===== src/rtl/mem_arb_pkg.sv =====
// Shared types and constants for the instruction/data memory port arbiter.
package mem_arb_pkg;

  localparam int ADDR_W   = 32;
  localparam int DATA_W   = 32;
  localparam int MBE_W    = 4;
  localparam int STREAK_W = 4;

  // Reads always fetch the full word.
  localparam logic [MBE_W-1:0] PMEM_BE_READ = 4'hF;

  typedef enum logic [2:0] {
    IDLE      = 3'd0,
    INST_BUSY = 3'd1,
    DATA_BUSY = 3'd2,
    INST_DONE = 3'd3,
    DATA_DONE = 3'd4
  } arb_state_e;

  // Saturating increment for the data-streak counter.
  function automatic logic [STREAK_W-1:0] streak_inc(input logic [STREAK_W-1:0] s);
    return (s == {STREAK_W{1'b1}}) ? s : s + 1'b1;
  endfunction

endpackage


===== src/rtl/mem_port_arbiter.sv =====
// Serialises split instruction/data requests onto one shared memory port.
// Data requests normally win (they belong to the older instruction), but a
// waiting instruction fetch is forced through after MAX_DATA_STREAK data grants.
module mem_port_arbiter
  import mem_arb_pkg::*;
#(
  parameter int MAX_DATA_STREAK = 4
) (
  input  logic              clk,
  input  logic              reset,
  input  logic              inst_read,
  input  logic [ADDR_W-1:0] inst_addr,
  output logic              inst_resp,
  output logic [DATA_W-1:0] inst_rdata,
  input  logic              data_read,
  input  logic              data_write,
  input  logic [MBE_W-1:0]  data_mbe,
  input  logic [ADDR_W-1:0] data_addr,
  input  logic [DATA_W-1:0] data_wdata,
  output logic              data_resp,
  output logic [DATA_W-1:0] data_rdata,
  output logic              pmem_read,
  output logic              pmem_write,
  output logic [ADDR_W-1:0] pmem_addr,
  output logic [DATA_W-1:0] pmem_wdata,
  output logic [MBE_W-1:0]  pmem_byte_enable,
  input  logic              pmem_resp,
  input  logic [DATA_W-1:0] pmem_rdata
);

  localparam logic [STREAK_W-1:0] MAX_STREAK = STREAK_W'(MAX_DATA_STREAK);

  arb_state_e            state_reg, state_next;
  logic [ADDR_W-1:0]     addr_reg;
  logic [DATA_W-1:0]     wdata_reg;
  logic [MBE_W-1:0]      mbe_reg;
  logic                  write_reg;
  logic [STREAK_W-1:0]   streak_reg;
  logic [DATA_W-1:0]     inst_rdata_reg;
  logic [DATA_W-1:0]     data_rdata_reg;

  logic data_req;
  logic inst_forced;
  logic grant_data;
  logic grant_inst;

  assign data_req    = data_read | data_write;
  assign inst_forced = inst_read && (streak_reg == MAX_STREAK);
  assign inst_rdata  = inst_rdata_reg;
  assign data_rdata  = data_rdata_reg;

  // Next-state, grant decision and port outputs; pmem_* only ever come from captured regs.
  always_comb begin
    state_next       = state_reg;
    grant_data       = 1'b0;
    grant_inst       = 1'b0;
    pmem_read        = 1'b0;
    pmem_write       = 1'b0;
    pmem_addr        = '0;
    pmem_wdata       = '0;
    pmem_byte_enable = '0;
    inst_resp        = 1'b0;
    data_resp        = 1'b0;
    unique case (state_reg)
      IDLE: begin
        if (data_req && !inst_forced) begin
          grant_data = 1'b1;
          state_next = DATA_BUSY;
        end else if (inst_read) begin
          grant_inst = 1'b1;
          state_next = INST_BUSY;
        end
      end
      INST_BUSY: begin
        pmem_read        = 1'b1;
        pmem_addr        = addr_reg;
        pmem_byte_enable = PMEM_BE_READ;
        if (pmem_resp) state_next = INST_DONE;
      end
      DATA_BUSY: begin
        pmem_read        = !write_reg;
        pmem_write       = write_reg;
        pmem_addr        = addr_reg;
        pmem_wdata       = wdata_reg;
        pmem_byte_enable = write_reg ? mbe_reg : PMEM_BE_READ;
        if (pmem_resp) state_next = DATA_DONE;
      end
      INST_DONE: begin
        inst_resp  = 1'b1;
        state_next = IDLE;
      end
      DATA_DONE: begin
        data_resp  = 1'b1;
        state_next = IDLE;
      end
      default: state_next = IDLE;
    endcase
  end

  // State register, request capture on grant, and streak bookkeeping.
  always_ff @(posedge clk) begin
    if (reset) begin
      state_reg  <= IDLE;
      addr_reg   <= '0;
      wdata_reg  <= '0;
      mbe_reg    <= '0;
      write_reg  <= 1'b0;
      streak_reg <= '0;
    end else begin
      state_reg <= state_next;
      if (grant_data) begin
        addr_reg  <= data_addr;
        wdata_reg <= data_wdata;
        mbe_reg   <= data_mbe;
        // Simultaneous read and write is illegal; the write takes precedence.
        write_reg <= data_write;
        if (inst_read) streak_reg <= streak_inc(streak_reg);
      end else if (grant_inst) begin
        addr_reg   <= inst_addr;
        wdata_reg  <= '0;
        mbe_reg    <= PMEM_BE_READ;
        write_reg  <= 1'b0;
        streak_reg <= '0;
      end
    end
  end

  // Read-data return registers; a write completion leaves data_rdata untouched.
  always_ff @(posedge clk) begin
    if (reset) begin
      inst_rdata_reg <= '0;
      data_rdata_reg <= '0;
    end else if (pmem_resp) begin
      if (state_reg == INST_BUSY) inst_rdata_reg <= pmem_rdata;
      if (state_reg == DATA_BUSY && !write_reg) data_rdata_reg <= pmem_rdata;
    end
  end

  a_no_read_write: assert property (@(posedge clk) disable iff (reset) !(data_read && data_write));

endmodule


===== config.mk =====
export PLATFORM = sky130hd
export DESIGN_NAME = mem_port_arbiter
export DESIGN_NICKNAME = d
export VERILOG_FILES = /design/src/rtl/mem_arb_pkg.sv /design/src/rtl/mem_port_arbiter.sv
export SDC_FILE = /design/constraint.sdc
export NUM_CORES = 1
export LEC_CHECK = 0
export BUFFER_PORTS_ARGS = -buffer_cell sky130_fd_sc_hd__buf_2
export CAP_MARGIN = 20
export CORE_ASPECT_RATIO = 1.5
export CORE_MARGIN = 5
export CORE_UTILIZATION = 40
export CTS_BUF_LIST = sky130_fd_sc_hd__clkbuf_8 sky130_fd_sc_hd__clkbuf_16
export DETAILED_ROUTE_END_ITERATION = 10
export PLACE_DENSITY = 0.69
export REMOVE_ABC_BUFFERS = 1
export SYNTH_ARGS = -nofsm -noshare
export SYNTH_HDL_FRONTEND = slang
export SYNTH_SLANG_ARGS = --single-unit

===== constraint.sdc =====
create_clock -name clk -period 1.8 [get_ports clk]
set_input_delay 0.09 -clock clk [delete_from_list [all_inputs] [get_ports clk]]
set_output_delay 0.09 -clock clk [all_outputs]
set_load 0.01 [all_outputs]

==> flow_summary.yaml <==
timing:
  skew_ns: 0.0180
  fin_crit_ns: 1.79
  tightest_slew_ns: 0.442
  setup_viol_count_final: 0
  rsz0062_at_grt: "true"
  maxSlewViolCount: 0
  fin_ws_ns: 0.0106
  hold_viol_final: 0
  period_share_pct: 99.4
  relSlewSlack_pct: 70.4
  timing.fmax_ghz: 0.559
clock_network:
  clkTransAtPathRegs_ns: 0.06
  cts_made_buffers: 17
  clkLatencyLatePin_ns: 0.41
  root_buffer: "clkbuf_16"
  cts_tree: "yes"
  clock_path_buffers: 2
  cts_sinks: 140
  cts_max_level: 4
drt:
  num_vias: 6622
  drc: 0
  dr.pass1.iters: 4
  avgRoutedWirePerCell_um: 16.0
  viasPerCell: 5.03
  routed_wl_um: 21000
  ant_nets: 0
  drt_iter0_markers: 498
placement:
  place_congestion: 0.810
  place_area_sq_mm: 0.00769
  dp_slack_ns: 0.0634
  io_buffers: 273
  dp.cells: 1196
  place_hpwl_um: 13600
synth:
  synth.cell_area_sq_mm: 0.00602
  ys_warn_count: 0
  synth_seq_area_share_pct: 46.6
  synth.avg_cell_area_sq_um: 7.88
  syn-instance-count: 764
  synth_top_cell_by_area: "dfxtp_1"
  synth_cell_types: 39
  ys_seq_elements: 140
  yosys-top-cells-area: "dfxtp_1 47%, nand2_1 8.5%, and2_1 6.8%"
  synth_top_area_share_pct: 46.6
setup_path:
  cp_slowest_cell: "dfxtp_4"
  worstPathArrival_ns: 1.70
  cp_num_cells: 6
  crit_top_cell: "buf_6"
  start_kind: "flop"
  end_kind: "output port"
  cp_data_required_time_ns: 1.71
  critical_path_class: "reg -> out"
  critPathBufInv: 4
  rr_worst_depth: 6
  path_cells: "buf_6 -> nor3b_4 -> buf_6 -> buf_12 -> and2_1 -> buf_6"
  path_max_fanout: 19
  crit_path_max_incr_delay_ns: 0.35
  critical-path-top-delay-family: "buffers and inverters"
grt:
  grt_pass1_vias: 6487
  grt_overflow: 0
  grt_pass1_wl_um: 31500
  grt_usage_pct: 22.4
  grt_max_degree: 67
  antenna_found_initial: 3
floorplanning:
  die_area_sq_mm: 0.0177
  dieWidth_um: 110
  io_pins: 274
  initial_core_util_pct: 40.3
  placementRows: 55
  core_sq_mm: 0.0149
  die_y_um: 160
pwr:
  leakage_uw: 0.00429
  peakVddDrop_uv: 595
  power_density_mw_per_mm2: 1090
cells_and_area:
  fin_nets: 1243
  final_cells: 1317
  design_area_sq_mm: 0.00954
  n_fill_cell: 1331
  area_delta_synth_final_pct: 58.4
  layout-drive-gt1-share_pct: 36.1
worst_hold_path:
  hold_path_class: "in -> reg"
  worstHoldPathCells: 3
run_status:
  run_status: "completed"
flow_run:
  drv_cap: 0
==> per-layer routing <==
metal / GRT usage [%] / part of all wire, % / up-vias
met1: 24.5 / 38 / 3051
li1: - / - / 3255
met4: 11.7 / 4.1 / 2
met3: 5.14 / 6.0 / 68
met2: 39.4 / 52 / 246
met5: 0 / 0.033 / -
==> synth_stat cells <==
master / count
o21ai_1: 6
a21o_1: 4
nand3b_1: 1
o211ai_1: 1
clkbuf_2: 1
nor4_2: 1
a31oi_1: 1
buf_2: 10
a32o_1: 1
dfxtp_1: 140
or3_1: 4
a211oi_1: 32
nor2_4: 1
buf_4: 4
nor3_1: 12
and3_1: 1
nor4_1: 2
a22o_1: 1
ha_1: 2
nand3_1: 1
nand2b_1: 3
and2_1: 65
a21oi_1: 68
inv_1: 4
nor2_1: 73
nor3b_1: 2
clkbuf_1: 49
o21a_1: 1
o21ai_0: 61
nor2b_1: 33
a22oi_1: 34
and4b_4: 1
nand2_1: 136
or2_4: 1
nor3_2: 1
nor3_4: 1
buf_6: 3
mux2i_1: 1
buf_1: 1
==> area by class of cell <==
| cell class | count | area [sq um] | area share [%] |
|---|---|---|---|
| multi-input combinational | 552 | 3050 | 32.0 |
| timing repair buffer | 388 | 2840 | 29.8 |
| sequential | 140 | 2810 | 29.4 |
| clock buffer | 17 | 425 | 4.46 |
| tap | 199 | 249 | 2.61 |
| clock inverter | 15 | 145 | 1.52 |
| inverter | 4 | 15.0 | 0.157 |
| antenna | 2 | 5.00 | 0.0525 |
==> report_power, final <==
part | leakage (uW) | switching (uW) | total, uW | internal (uW)
combinational | 0.00287 | 1670 | 3310 | 1630
clock | 0.000272 | 1510 | 3350 | 1840
sequential | 0.00115 | 205 | 3710 | 3510
total | 0.00429 | 3390 | 10400 | 6980
==> final timing paths <==
kind | start | to | slack, ns
min reg2reg | data_rdata[6] | data_rdata[6] | 0.45
max reg2reg | state_reg[1] | wdata_reg[1] | 0.10
max | state_reg[1] | pmem_wdata[24] | 0.01
min | data_mbe[1] | mbe_reg[1] | 0.01
==> cells by family (layout without fill, tap and decap cells) <==
group | after synthesis | count (layout) | share of synthesized area [%]
mux | 1 | 1 | 0.166
buf+inv | 72 | 424 | 5.34
flops | 140 | 140 | 46.6
compound gates | 210 | 210 | 20.6
simple gates | 339 | 339 | 26.9
fa+ha+maj | 2 | 2 | 0.416
other cells | 0 | 2 | 0
==> cells in the final DEF, fill, tap and decap left out, drive strengths merged, types with 3 or more instances in the layout <==
master / Yosys / layout
buf: 18 / 320
a21oi: 68 / 68
nor2b: 33 / 33
nand2b: 3 / 3
and2: 65 / 65
clkbuf: 50 / 19
inv: 4 / 13
clkinv: 0 / 3
o21ai: 67 / 67
nand2: 136 / 136
nor2: 74 / 74
a22oi: 34 / 34
a211oi: 32 / 32
or3: 4 / 4
nor3: 14 / 14
a21o: 4 / 4
clkinvlp: 0 / 3
dlygate4sd3: 0 / 66
dfxtp: 140 / 140
nor4: 3 / 3
==> timing repair <==
action                                  CTS  global route
gates cloned                              4             3
resized for setup                        73            32
hold buffers                             66             0
endpoints found under the setup margin   70           133
endpoints found under the hold margin    98             0
setup buffers                             6             8
pin swaps                                10            27
==> worst register-to-register path, stage by stage, from the launching register on <==
cell and delay (ns):
dfxtp_4 0.35, buf_4 0.15, or3_4 0.43, nor3_4 0.29, clkbuf_16 0.25, a22oi_1 0.07, nor2_1 0.10
==> per-stage QoR <==
step | TNS (ns) | utilization (%) | hold slack, ns | total power (uW)
after floorplan | -133.61 | - | 0.159 | 5040
after detailed placement | 0 | 51.5 | 0.332 | 6270
after global placement | 0 | 51.5 | 0.323 | 6230
final | 0 | 63.9 | 0.0125 | 10400
after CTS | -0.0768 | 62.3 | 0.00119 | 10200
after global routing | -1.51 | 63.9 | 0.00547 | 10900
No activity file was read; power rests on OpenSTA's default activity.
